--- src/rtl/rst_seq_pkg.sv ---
// ============================================================================
// Package : rst_seq_pkg
// Shared FSM state type and parameter range limits for the reset sequencer.
// Rev     : 1.0
// ============================================================================
`default_nettype none

package rst_seq_pkg;

  typedef enum logic [1:0] {
    ST_HOLD    = 2'd0,
    ST_STABLE  = 2'd1,
    ST_RELEASE = 2'd2,
    ST_RUN     = 2'd3
  } state_e;

  localparam int c_NUM_RST_MIN   = 1;
  localparam int c_NUM_RST_MAX   = 8;
  localparam int c_STABLE_MIN    = 2;
  localparam int c_STABLE_MAX    = 65535;
  localparam int c_STEP_MIN      = 1;
  localparam int c_STEP_MAX      = 65535;
  localparam int c_DEBOUNCE_MIN  = 1;
  localparam int c_DEBOUNCE_MAX  = 65535;

  function automatic int max3(input int a, input int b, input int c);
    int m;
    m = (a > b) ? a : b;
    return (m > c) ? m : c;
  endfunction

endpackage

`default_nettype wire

--- src/rtl/rst_seq_debounce.sv ---
// ============================================================================
// Module : rst_seq_debounce
// Two-flop synchroniser followed by a level-acceptance debounce counter.
// Rev    : 1.0
// ============================================================================
`default_nettype none

module rst_seq_debounce #(
  parameter int DebounceCycles = 256,
  parameter int CntW           = 10
) (
  input  logic clk_sys,
  input  logic rst_sys_n,
  input  logic i_async,
  output logic o_level
);

  localparam logic [CntW-1:0] c_LAST = CntW'(DebounceCycles - 1);

  logic            r_meta;
  logic            r_sync;
  logic            r_level;
  logic [CntW-1:0] r_cnt;

  // A sample equal to the accepted level restarts the count, so only an
  // unbroken run of DebounceCycles new-level samples flips the output.
  always_ff @(posedge clk_sys or negedge rst_sys_n) begin
    if (!rst_sys_n) begin
      r_meta  <= 1'b0;
      r_sync  <= 1'b0;
      r_level <= 1'b0;
      r_cnt   <= '0;
    end else begin
      r_meta <= i_async;
      r_sync <= r_meta;
      if (r_sync == r_level) begin
        r_cnt <= '0;
      end else if (r_cnt == c_LAST) begin
        r_level <= r_sync;
        r_cnt   <= '0;
      end else begin
        r_cnt <= r_cnt + CntW'(1);
      end
    end
  end

  assign o_level = r_level;

endmodule

`default_nettype wire

--- src/rtl/rst_seq_sonata.sv ---
// ============================================================================
// Module : rst_seq_sonata
// Staggered release of NumRst active-low resets once lock and board reset are good.
// Rev    : 1.0
// ============================================================================
`default_nettype none

module rst_seq_sonata
  import rst_seq_pkg::*;
#(
  parameter int NumRst         = 3,
  parameter int StableCycles   = 1024,
  parameter int StepCycles     = 16,
  parameter int DebounceCycles = 256
) (
  input  logic              clk_sys,
  input  logic              rst_sys_n,
  input  logic              pll_locked_i,
  input  logic              ext_rst_ni,
  input  logic              sw_rst_req_i,
  output logic [NumRst-1:0] rst_n_o,
  output logic              all_released_o,
  output logic              lock_lost_o
);

  localparam int c_CNT_W = $clog2(max3(StableCycles, StepCycles, DebounceCycles)) + 1;
  localparam logic [c_CNT_W-1:0] c_STABLE_LAST = c_CNT_W'(StableCycles - 1);
  localparam logic [c_CNT_W-1:0] c_STEP_LAST   = c_CNT_W'(StepCycles - 1);
  localparam logic [NumRst-1:0]  c_BIT0        = NumRst'(1);

  if (NumRst < c_NUM_RST_MIN || NumRst > c_NUM_RST_MAX) begin : g_chk_num_rst
    $error("NumRst out of range");
  end
  if (StableCycles < c_STABLE_MIN || StableCycles > c_STABLE_MAX) begin : g_chk_stable
    $error("StableCycles out of range");
  end
  if (StepCycles < c_STEP_MIN || StepCycles > c_STEP_MAX) begin : g_chk_step
    $error("StepCycles out of range");
  end
  if (DebounceCycles < c_DEBOUNCE_MIN || DebounceCycles > c_DEBOUNCE_MAX) begin : g_chk_debounce
    $error("DebounceCycles out of range");
  end

  logic               r_lock_meta;
  logic               r_lock_sync;
  logic               w_ext_ok;
  logic               w_good;
  state_e             r_state;
  logic [NumRst-1:0]  r_rst_n;
  logic               r_all;
  logic               r_lost;
  logic [c_CNT_W-1:0] r_cnt;
  logic [c_CNT_W-1:0] w_cnt_inc;
  logic [NumRst-1:0]  w_rst_shift;

  always_ff @(posedge clk_sys or negedge rst_sys_n) begin
    if (!rst_sys_n) begin
      r_lock_meta <= 1'b0;
      r_lock_sync <= 1'b0;
    end else begin
      r_lock_meta <= pll_locked_i;
      r_lock_sync <= r_lock_meta;
    end
  end

  rst_seq_debounce #(
    .DebounceCycles (DebounceCycles),
    .CntW           (c_CNT_W)
  ) u_ext_debounce (
    .clk_sys   (clk_sys),
    .rst_sys_n (rst_sys_n),
    .i_async   (ext_rst_ni),
    .o_level   (w_ext_ok)
  );

  assign w_good      = r_lock_sync & w_ext_ok;
  assign w_cnt_inc   = (&r_cnt) ? r_cnt : (r_cnt + c_CNT_W'(1));
  // Released bits form a thermometer code from bit 0 upward.
  assign w_rst_shift = (r_rst_n << 1) | c_BIT0;

  always_ff @(posedge clk_sys or negedge rst_sys_n) begin
    if (!rst_sys_n) begin
      r_state <= ST_HOLD;
      r_rst_n <= '0;
      r_all   <= 1'b0;
      r_lost  <= 1'b0;
      r_cnt   <= '0;
    end else begin
      case (r_state)
        ST_HOLD: begin
          r_rst_n <= '0;
          r_all   <= 1'b0;
          r_cnt   <= '0;
          if (w_good) begin
            r_state <= ST_STABLE;
          end
        end

        ST_STABLE: begin
          if (!w_good) begin
            r_state <= ST_HOLD;
            r_rst_n <= '0;
            r_all   <= 1'b0;
            r_cnt   <= '0;
          end else if (r_cnt == c_STABLE_LAST) begin
            r_cnt   <= '0;
            r_rst_n <= c_BIT0;
            if (NumRst == 1) begin
              r_state <= ST_RUN;
              r_all   <= 1'b1;
            end else begin
              r_state <= ST_RELEASE;
            end
          end else begin
            r_cnt <= w_cnt_inc;
          end
        end

        ST_RELEASE: begin
          if (!w_good || sw_rst_req_i) begin
            r_state <= ST_HOLD;
            r_rst_n <= '0;
            r_all   <= 1'b0;
            r_cnt   <= '0;
          end else if (r_cnt == c_STEP_LAST) begin
            r_cnt   <= '0;
            r_rst_n <= w_rst_shift;
            if (&w_rst_shift) begin
              r_state <= ST_RUN;
              r_all   <= 1'b1;
            end
          end else begin
            r_cnt <= w_cnt_inc;
          end
        end

        ST_RUN: begin
          // Loss of good outranks a coincident software request.
          if (!w_good) begin
            r_state <= ST_HOLD;
            r_rst_n <= '0;
            r_all   <= 1'b0;
            r_cnt   <= '0;
            r_lost  <= 1'b1;
          end else if (sw_rst_req_i) begin
            r_state <= ST_HOLD;
            r_rst_n <= '0;
            r_all   <= 1'b0;
            r_cnt   <= '0;
          end else begin
            r_rst_n <= '1;
            r_all   <= 1'b1;
          end
        end

        default: begin
          r_state <= ST_HOLD;
          r_rst_n <= '0;
          r_all   <= 1'b0;
          r_cnt   <= '0;
        end
      endcase
    end
  end

  assign rst_n_o        = r_rst_n;
  assign all_released_o = r_all;
  assign lock_lost_o    = r_lost;

endmodule

`default_nettype wire

--- config.mk ---
export PLATFORM = sky130hd
export DESIGN_NAME = rst_seq_sonata
export DESIGN_NICKNAME = d
export VERILOG_FILES = /design/src/rtl/rst_seq_pkg.sv /design/src/rtl/rst_seq_debounce.sv /design/src/rtl/rst_seq_sonata.sv
export SDC_FILE = /design/constraint.sdc
export NUM_CORES = 1
export LEC_CHECK = 0
export BUFFER_PORTS_ARGS = -buffer_cell sky130_fd_sc_hd__buf_2
export CAP_MARGIN = 20
export CORE_MARGIN = 2
export CORE_UTILIZATION = 64
export DETAILED_ROUTE_END_ITERATION = 8
export PLACE_DENSITY = 0.82
export SYNTH_ARGS = -nofsm -noshare
export SYNTH_HDL_FRONTEND = slang
export SYNTH_HIERARCHICAL = 1
export SYNTH_SLANG_ARGS = --single-unit
--- constraint.sdc ---
create_clock -name clk_sys -period 3.5 [get_ports clk_sys]
set_input_delay 0.35 -clock clk_sys [delete_from_list [all_inputs] [get_ports clk_sys]]
set_output_delay 0.35 -clock clk_sys [all_outputs]
set_load 0.01 [all_outputs]
==> results of run 1 <==
-- cell usage after synthesis, drive strengths merged (2+ instances only) --
cell    instances  area share (%)
inv             7             1.5
mux2            4             2.6
nor4            4             1.4
a21o            2            0.93
nor3            5             1.4
a21oi          10             2.8
o31ai           3             1.6
a311oi          2             2.0
or4             2            0.85
xor2            2             1.0
and3            3             1.1
mux2i           2             1.1
or3             5             2.2
xnor2           7             3.5
dfrtp          34              48
a211oi          2            0.85
nand2           9             1.9
nand4b          2             1.0
ha              7             5.0
o21ai           9             2.6
nor2           22             4.7
a21boi          2            0.86
nand3           6             2.0
nand4           4             2.6
a31oi           3             1.1
-- power groups by stage --
stage / sequential [uW] / combinational (uW) / clock [uW]
floorplan: 409 / 7.21 / 0
global placement: 409 / 17.8 / 0
detailed placement: 409 / 19.0 / 0
CTS: 402 / 19.1 / 242
global route: 403 / 21.7 / 258
finish: 402 / 18.4 / 233
-- layout make-up --
cell class              instances  area (um2)  share of cell area (%)
flip-flops and latches         34         851                    44.9
repair buffers                  9        45.0                    2.38
clock buffers                   6        51.3                    2.71
multi-input cells             126         871                    46.0
inverters                       7        26.3                    1.39
well taps                      30        37.5                    1.98
clock inverters                 2        12.5                   0.661
-- sequential cells by signal, indices dropped and copies added, names as in the netlist --
| name | cells |
|---|---|
| r_lock_meta | 1 |
| r_state | 2 |
| r_cnt | 11 |
| r_lock_sync | 1 |
| u_ext_debounce/r_sync | 1 |
| lock_lost_o | 1 |
| rst_n_o | 3 |
| all_released_o | 1 |
| u_ext_debounce/o_level | 1 |
| u_ext_debounce/r_meta | 1 |
| u_ext_debounce/r_cnt | 11 |
-- cell families after synthesis --
kind of cell             synth area share (%)
adder cells (fa/ha/maj)                  4.99
multiplexers                             3.70
XOR/XNOR                                 4.49
AND/OR/NAND/NOR                          21.7
AO/OA/AOI/OAI                            14.7
flip-flops                               48.4
buffers and inverters                    1.99
-- per-layer routing --
metal	share of wire [%]	global-route usage (%)	up-vias
li1	-	-	646
met4	1.5	9.86	0
met1	48	29.0	647
met2	46	35.3	30
met5	0	0	-
met3	5.1	7.60	6
-- critical path, stage by stage (launching register included) --
cell and delay (ns):
dfrtp_1 0.40, ha_1 0.21, nand4_2 0.17, nor2_1 0.29, nand3_1 0.20, a311oi_4 0.56
nor2_1 0.11
-- worst max path at each step --
stage | startpoint | to | slack [ns] | depth (start not counted)
2_1_floorplan | r_state[0]$_DFFE_PN0P_ | r_state[1]$_DFFE_PN0P_ | 1.76 | 6
3_3_place_gp | r_cnt[0]$_DFFE_PN0N_ | r_cnt[0]$_DFFE_PN0N_ | 1.54 | 6
3_5_place_dp | r_cnt[0]$_DFFE_PN0N_ | r_cnt[7]$_DFFE_PN0N_ | 1.47 | 6
4_1_cts | r_cnt[0]$_DFFE_PN0N_ | r_cnt[9]$_DFFE_PN0N_ | 1.44 | 6
5_1_grt | r_cnt[0]$_DFFE_PN0N_ | r_cnt[7]$_DFFE_PN0N_ | 1.26 | 6
6_report | r_cnt[0]$_DFFE_PN0N_ | r_cnt[9]$_DFFE_PN0N_ | 1.44 | 6
-- stage by stage --
step	cells	worst slack, ns
global placement	206	1.54
finish	214	1.44
detailed placement	206	1.47
floorplan	169	1.76
global route	214	1.26
CTS	214	1.44
==> summary.txt, run 1 <==
Run status
  • Status: completed

Power
  • Psw: approximately 150 uW
  • Internal: 500 uW
  • Pwr dens: 345 mW/mm2
  • Clk pwr share: 35.7%
  • Combinational share of power: 2.8%
  • Pwr Total: 654 uW
  • Sequential power share: about three fifths
  • Static leakage: about 0.0008 uW
  • VDD IR-drop max: 0.000363 V
  • Net Sw Frac: 23.5%

Synthesis
  • Post-synthesis sequential area ratio: between 40% and 50%
  • Synth warn: 6
  • Syn Area/Cell: 10.4 um2
  • Synthesized instance count: 169
  • EDFF count, synth: 0
  • Most used DFF post-synth: dfrtp_1
  • Post-synth net total: between 150 and 200
  • Post-synthesis cell type count: 46
  • Post-synth ARST share: 100%
  • Netlist Area Pre-Place: 0.00176 mm2
  • Register bit total from synthesis: 34

Timing
  • Worst slew pin tran: 0.758 ns
  • Min Clock Period, post-route: 2.06 ns
  • Max Freq: around 0.48 GHz
  • Total negative slack: 0 ns
  • Final hold violations: 0
  • Fin Clk Skew: 0.00867 ns
  • Rel. slew slack: 49.1%
  • Final setup violation count: 0
  • WHS: 0.0445 ns
  • Period utilization: 59.0%
  • Slew Viols, Final: 0
  • RSZ-0062 raised after global routing: false

Setup path
  • R2r endpoint: r_cnt[9]$_DFFE_PN0N_
  • WP data required: about 3.7 ns
  • Crit path arrival time: 2.28 ns
  • Reg2reg path depth: 6
  • CP max FO: 10
  • R2R setup slack: 1.44 ns
  • Startpoint types: flip-flop
  • Crit Path Category: reg -> reg
  • Crit. End Element: flip-flop
  • FF-to-FF Start: r_cnt[0]$_DFFE_PN0N_

Placed design
  • Placed inst area: 0.00183 mm2
  • Number of port buffers: 9
  • HPWL Detailed: ~2200 um
  • Placer Congestion: 0.855

GRT
  • Largest net degree at the start of global routing: 35
  • GR Overflow Total: 0
  • Vias in the first global route: 1294
  • Total track usage: 22.7%
  • First-pass GRT wire length: 5550 um
  • Initial antenna violation count: 0

Die
  • Die Ht: 56.4 um
  • Initial Util: 69.0%
  • Num rows: 18
  • Core ar.: 0.00254 mm2
  • Die area: around 0.0032 mm2
  • # IOs: 10
  • Width of the die: 56.4 um

Detailed routing
  • Vias post-DR: ~1.3k
  • DR pass1 iterations: 4
  • DR iter-0 viols: 53
  • DRT Wirelength: 3100 um
  • Routed len/inst: between 10 and 15 um
  • DRC viols: 0
  • Vias/cell: 6.21
  • Antenna Nets Post-Route: 0

Clock tree
  • Clk Latency, worst-skew pair: 0.35 ns
  • Htree depth: 2
  • CTS Buf Count: 5
  • CTS Buffer Depth: 2
  • CTS tree: done
  • Clk pin slew, worst setup/hold paths: 0.10 ns
  • CTS sink cnt: 34
  • CTS resizes: 0
  • Root Driver: clkbuf_4
  • # hold bufs at CTS: 0
  • Post-CTS Setup Bufs: 0

Finish
  • Share of layout cells above drive strength 1: 17.4%
  • Most frequent cells in the layout: 34 x dfrtp_1, 22 x nor2_1, 10 x a21oi_1
  • Filler cells: 182
  • Commonest non-fill, non-tap cell in the layout: dfrtp_1
  • Final #Nets: 195
  • Final instance area: 0.00189 mm2
  • Core Util, Final: 74.4%
  • Inserted Diodes: 0
  • Syn-to-layout area delta: 7.83%

Flow run
  • Max-cap violations: 0

Min path
  • HP Class: in -> async
(Power assumes the default switching activity.)
==> run 2, diff against run 1 <==
--- a/config.mk
+++ b/config.mk
@@ -8,9 +8,9 @@
 export BUFFER_PORTS_ARGS = -buffer_cell sky130_fd_sc_hd__buf_2
 export CAP_MARGIN = 20
 export CORE_MARGIN = 2
-export CORE_UTILIZATION = 64
+export CORE_UTILIZATION = 59
 export DETAILED_ROUTE_END_ITERATION = 8
-export PLACE_DENSITY = 0.82
+export PLACE_DENSITY = 0.77
 export SYNTH_ARGS = -nofsm -noshare
 export SYNTH_HDL_FRONTEND = slang
 export SYNTH_HIERARCHICAL = 1
==> constraint.sdc (replaced) <==
create_clock -name clk_sys -period 2.1 [get_ports clk_sys]
set_input_delay 0.21 -clock clk_sys [delete_from_list [all_inputs] [get_ports clk_sys]]
set_output_delay 0.21 -clock clk_sys [all_outputs]
set_load 0.01 [all_outputs]
==> run 2 against run 1 <==
Compared with the run above: flip-flop and latch count unchanged; via count up 3.1%; largest cell class unchanged; critical path type unchanged; routed wire length up 9.1%; clock power up 99%; critical path depth down 1; setup slack worse by 1.3 ns; clock skew down 0.0027 ns; hold slack better by 0.32 ns.
==> summary.txt, run 2 (same netlist as run 1, synthesis figures left out) <==
Run status
  • Status: completed

Timing
  • Final hold violations: 0
  • Min Clock Period, post-route: between 1.5 and 2 ns
  • Slew Viols, Final: 0
  • Rel. slew slack: 51.2%
  • Worst slew pin tran: roughly 0.73 ns
  • WHS: 0.363 ns
  • Final WS setup: 0.143 ns
  • Fin Clk Skew: 0.00600 ns
  • Max Freq: around 0.51 GHz
  • Total negative slack: 0 ns
  • Final setup violation count: 0
  • RSZ-0062 raised after global routing: false
  • Period utilization: 93.2%

GRT
  • Largest net degree at the start of global routing: 35
  • Initial antenna violation count: 0
  • GR Overflow Total: 0
  • Total track usage: 23.8%
  • First-pass GRT wire length: between 6000 and 7000 um
  • Vias in the first global route: 1387

Finish
  • Commonest non-fill, non-tap cell in the layout: dfrtp_1
  • Syn-to-layout area delta: 12.0%
  • Inserted Diodes: 0
  • Area of the multi-input gates: 871 um2
  • Final #Nets: 202
  • Final cell count without fillers: 222
  • Filler cells: 202
  • Area occupied by registers: around 850 um2
  • Most frequent cells in the layout: 34 x dfrtp_1, 22 x nor2_1, 10 x a21oi_1
  • Share of layout cells above drive strength 1: between 15 and 20%

Setup path
  • Crit path arrival time: 2.16 ns
  • CP Launch Point: r_cnt[6]$_DFFE_PN0N_
  • Crit Path Category: reg -> reg
  • Crit. End Element: flip-flop
  • Startpoint types: flip-flop
  • CP max FO: 10
  • FF-to-FF Start: r_cnt[6]$_DFFE_PN0N_
  • WP data required: between 2 and 2.5 ns

Clock tree
  • Clk pin slew, worst setup/hold paths: approximately 0.1 ns
  • CTS Buffer Depth: 2
  • Root Driver: clkbuf_4
  • Htree depth: 2
  • Clk Latency, worst-skew pair: 0.34 ns
  • CTS tree: done
  • CTS Buf Count: 5
  • CTS resizes: 0
  • CTS sink cnt: 34

Min path
  • HP Class: reg -> reg
  • Min-delay src: u_ext_debounce/r_meta$_DFF_PN0_

Placed design
  • Placer Congestion: ~0.83
  • Dpl cells: roughly 210
  • HPWL Detailed: 2400 um
  • Worst Setup Slack post-DPL: 0.166 ns
  • Number of port buffers: 9

Detailed routing
  • DRT Wirelength: 3380 um
  • Routed len/inst: between 15 and 20 um
  • DRC viols: 0
  • Antenna Nets Post-Route: 0
  • Vias post-DR: 1370
  • Vias/cell: 6.17
  • DR pass1 iterations: 4
  • DR iter-0 viols: 47

Power
  • Pwr dens: 594 mW/mm2
  • Static leakage: 0.000857 uW
  • VDD IR-drop max: 0.000472 V

Flow run
  • Max-cap violations: 0

Die
  • Width of the die: between 50 and 60 um
  • Die area: ~0.0034 mm2
  • # IOs: 10
  • Die Ht: 58.6 um
  • Num rows: 19
  • Initial Util: 63.2%
  • Core ar.: around 0.0028 mm2
run 2: path summary, 6_finish.rpt:
path	depth (start not counted)	slack (ns)	endpoint
hold reg to reg	0	0.36	u_ext_debounce/r_sync$_DFF_PN0_
setup reg to reg	5	0.14	r_cnt[7]$_DFFE_PN0N_
hold / removal	0	0.36	u_ext_debounce/r_sync$_DFF_PN0_
max in group asynchronous	2	1.18	rst_n_o[2]$_DFFE_PN0P_
min in group asynchronous	2	0.46	u_ext_debounce/r_cnt[4]$_DFF_PN0_
setup / recovery	5	0.14	r_cnt[7]$_DFFE_PN0N_
run 2: layout make-up:
type | count | area share, %
Clock buffer | 7 | 2.29
Clock inverter | 1 | 1.53
Tap cell | 31 | 1.97
Multi-Input combinational cell | 126 | 44.3
Sequential cell | 34 | 43.3
Timing Repair Buffer | 16 | 5.34
Inverter | 7 | 1.34
run 2: power breakdown:
part | switching (uW) | internal [uW]
Clock | 211 | 252
Combinational | 21.7 | 12.9
Sequential | 7.14 | 663
Total | 240 | 928
run 2: through the flow:
stage	instance area [um2]	total power (uW)	util (%)
floorplan	1760	693	-
global placement	1860	711	66.9
detailed placement	1860	714	66.9
CTS	1970	1180	70.7
global route	1970	1220	70.7
finish	1970	1170	70.7
run 2: critical path, cell delays in order, from the launching register on:
cell and delay [ns]:
dfrtp_1 0.46, nor4_1 0.36, a31oi_1 0.18, and2_4 0.20, a311oi_4 0.51, nor2_1 0.10
run 2: repair_timing:
action                                 CTS  global route
endpoints found under the hold margin   36             0
setup endpoints to repair                0             9
hold buffers                             3             0
setup buffers                            0             0
run 2: routing by layer:
| layer | share of wire (%) | up-vias | GRT usage (%) |
|---|---|---|---|
| li1 | - | 660 | - |
| met1 | 46 | 672 | 30.2 |
| met2 | 49 | 34 | 39.6 |
| met3 | 4.1 | 4 | 5.93 |
| met4 | 1.0 | 0 | 8.31 |
| met5 | 0 | - | 0 |
==> run 3, diff against run 2 <==
--- a/config.mk
+++ b/config.mk
@@ -5,11 +5,10 @@
 export SDC_FILE = /design/constraint.sdc
 export NUM_CORES = 1
 export LEC_CHECK = 0
-export BUFFER_PORTS_ARGS = -buffer_cell sky130_fd_sc_hd__buf_2
-export CAP_MARGIN = 20
 export CORE_MARGIN = 2
-export CORE_UTILIZATION = 59
+export CORE_UTILIZATION = 62
 export DETAILED_ROUTE_END_ITERATION = 8
+export DONT_BUFFER_PORTS = 1
 export PLACE_DENSITY = 0.77
 export SYNTH_ARGS = -nofsm -noshare
 export SYNTH_HDL_FRONTEND = slang
==> constraint.sdc (replaced) <==
create_clock -name clk_sys -period 2.1 [get_ports clk_sys]
set_input_delay 0.105 -clock clk_sys [delete_from_list [all_inputs] [get_ports clk_sys]]
set_output_delay 0.105 -clock clk_sys [all_outputs]
set_load 0.01 [all_outputs]
==> run 3 against run 2 <==
Compared with the run above: final area fell by 1.1%; hold slack got worse by 0.26 ns; combinational power rose by 2%; core utilization rose by 0.45 points; sequential share of layout area rose by 0.47 points; via count fell by 5.5%; flip-flop and latch count did not move; fmax rose by 2.6%; die area fell by 4.5%; critical endpoint is now r_cnt[0]$_DFFE_PN0N_.
==> summary.txt, run 3 (same netlist as run 1, synthesis figures left out) <==
Run status
  • Status: completed

Placed design
  • Dpl cells: 202
  • Number of port buffers: 0
  • Worst Setup Slack post-DPL: 0.187 ns
  • HPWL Detailed: 2340 um
  • Placer Congestion: 0.790

Detailed routing
  • DRC viols: 0
  • DR iter-0 viols: between 50 and 60
  • Top routing layer in use: met4
  • Metal1 wirelength: 1500 um
  • DRT Wirelength: ~3200 um
  • Vias/cell: 6.05
  • Antenna Nets Post-Route: 0
  • DR WL met2: 1490 um
  • Vias post-DR: 1294
  • DR pass1 iterations: 4
  • Routed len/inst: 15.0 um
  • Met3 wire length: 163 um

Die
  • Core ar.: 0.00273 mm2
  • Initial Util: 64.3%
  • Die Ht: ~57 um
  • Num rows: 19
  • # IOs: 10
  • Die area: ~0.0033 mm2
  • Width of the die: 57.2 um

GRT
  • Vias in the first global route: 1316
  • Largest net degree at the start of global routing: 35
  • First-pass GRT wire length: 5690 um
  • Total track usage: 22.7%
  • Initial antenna violation count: 0
  • GR Overflow Total: 0

Timing
  • Slew Viols, Final: 0
  • Final hold violations: 0
  • RSZ-0062 raised after global routing: false
  • Final WS setup: 0.193 ns
  • Fin Clk Skew: approximately 0.011 ns
  • Max Freq: 0.524 GHz
  • Total negative slack: 0 ns
  • Final setup violation count: 0
  • Min Clock Period, post-route: approximately 1.9 ns
  • Worst slew pin tran: between 0.6 and 0.7 ns
  • Period utilization: 90.8%
  • Rel. slew slack: 55.4%

Clock tree
  • CTS resizes: 0
  • CTS Buffer Depth: 2
  • CTS sink cnt: 34
  • Clk Latency, worst-skew pair: 0.34 ns
  • CTS tree: done
  • Clk pin slew, worst setup/hold paths: around 0.10 ns
  • Root Driver: clkbuf_4
  • Htree depth: 2
  • CTS Buf Count: 5

Flow run
  • Max-cap violations: 0

Finish
  • Area occupied by registers: 851 um2
  • Inserted Diodes: 0
  • Syn-to-layout area delta: 10.8%
  • Final #Nets: 194
  • Share of layout cells above drive strength 1: between 15 and 20%
  • Filler cells: between 150 and 200
  • Area of the multi-input gates: 871 um2
  • Commonest non-fill, non-tap cell in the layout: dfrtp_1
  • Core Util, Final: 71.2%
  • Most frequent cells in the layout: 34 x dfrtp_1, 22 x nor2_1, 10 x a21oi_1
  • Final cell count without fillers: between 200 and 250

Setup path
  • Cell Chain, Critical Path: nor4_1 -> a31oi_1 -> and2_4 -> a311oi_4 -> nor2_1
  • R2R setup slack: 0.19 ns
  • Bufs and invs on worst path: 0
  • FF-to-FF Start: r_cnt[6]$_DFFE_PN0N_
  • Slowest-stage cell, CP: a311oi_4
  • Reg2reg path depth: 5
  • R2r endpoint: r_cnt[0]$_DFFE_PN0N_
  • CP peak stage delay: 0.50 ns
  • Startpoint types: flip-flop
  • Crit Path Category: reg -> reg
  • Crit-path leading delay family: compound AO/OA/AOI/OAI gates
  • Crit path arrival time: 2.12 ns
  • WP data required: 2.31 ns
  • CP max FO: 10
  • Crit. End Element: flip-flop

Power
  • Pwr dens: 588 mW/mm2
  • Static leakage: 0.000828 uW
  • Pwr Total: 1140 uW
  • VDD IR-drop max: 0.000559 V

Min path
  • Min-delay src: sw_rst_req_i
  • Worst Hold End: r_state[0]$_DFFE_PN0P_
  • Hold Crit Depth: 2
  • HP Class: in -> reg
[run 3: changes by cell type in the layout (fill, tap and decap cells not counted), sizes merged]
cell    change
clkbuf      +1
buf         -8
bufinv      -1
[run 3: how the worst max path moves through the flow]
stage / startpoint / endpoint / slack [ns] / depth (start not counted)
floorplan: r_state[0]$_DFFE_PN0P_ / r_state[1]$_DFFE_PN0P_ / 0.36 / 6
global placement: r_cnt[0]$_DFFE_PN0N_ / r_cnt[9]$_DFFE_PN0N_ / 0.26 / 6
detailed placement: r_cnt[0]$_DFFE_PN0N_ / r_cnt[8]$_DFFE_PN0N_ / 0.19 / 6
CTS: r_cnt[0]$_DFFE_PN0N_ / r_cnt[4]$_DFFE_PN0N_ / 0.16 / 6
global route: r_cnt[0]$_DFFE_PN0N_ / r_cnt[3]$_DFFE_PN0N_ / 0.02 / 6
finish: r_cnt[6]$_DFFE_PN0N_ / r_cnt[0]$_DFFE_PN0N_ / 0.19 / 5
[run 3: worst reg2reg max path, cell delays in order (launching register included)]
cell	delay [ns]
dfrtp_1	0.46
nor4_1	0.36
a31oi_1	0.16
and2_4	0.19
a311oi_4	0.50
nor2_1	0.10
[run 3: stage by stage]
step	instance area, um2	hold slack (ns)
2_1_floorplan	1760	-0.191
3_3_place_gp	1820	-0.190
3_5_place_dp	1820	-0.190
4_1_cts	1950	0.0936
5_1_grt	1950	0.106
6_report	1950	0.103
[run 3: layout make-up]
class,count,share of cell area (%)
clock buffer,8,4.05
inverter,7,1.35
sequential,34,43.7
multi-input combinational,126,44.8
tap,31,1.99
timing repair buffer,8,4.12
[run 3: power by group]
group	internal (uW)	switching [uW]	total [uW]
Combinational	14.3	21.2	35.4
Clock	229	211	440
Sequential	663	6.61	669
Total	906	239	1140
[run 3: layer usage]
metal	global-route usage (%)	vias to the layer above
met5	0	-
met4	10.3	0
met3	8.39	9
met2	33.5	26
met1	30.1	615
li1	-	644
[run 3: timing repair]
item / in CTS / in global routing
buffers inserted: 0 / 0
endpoints found under the hold margin: 36 / 0
hold buffers: 4 / 0
setup endpoints to repair: 0 / 2
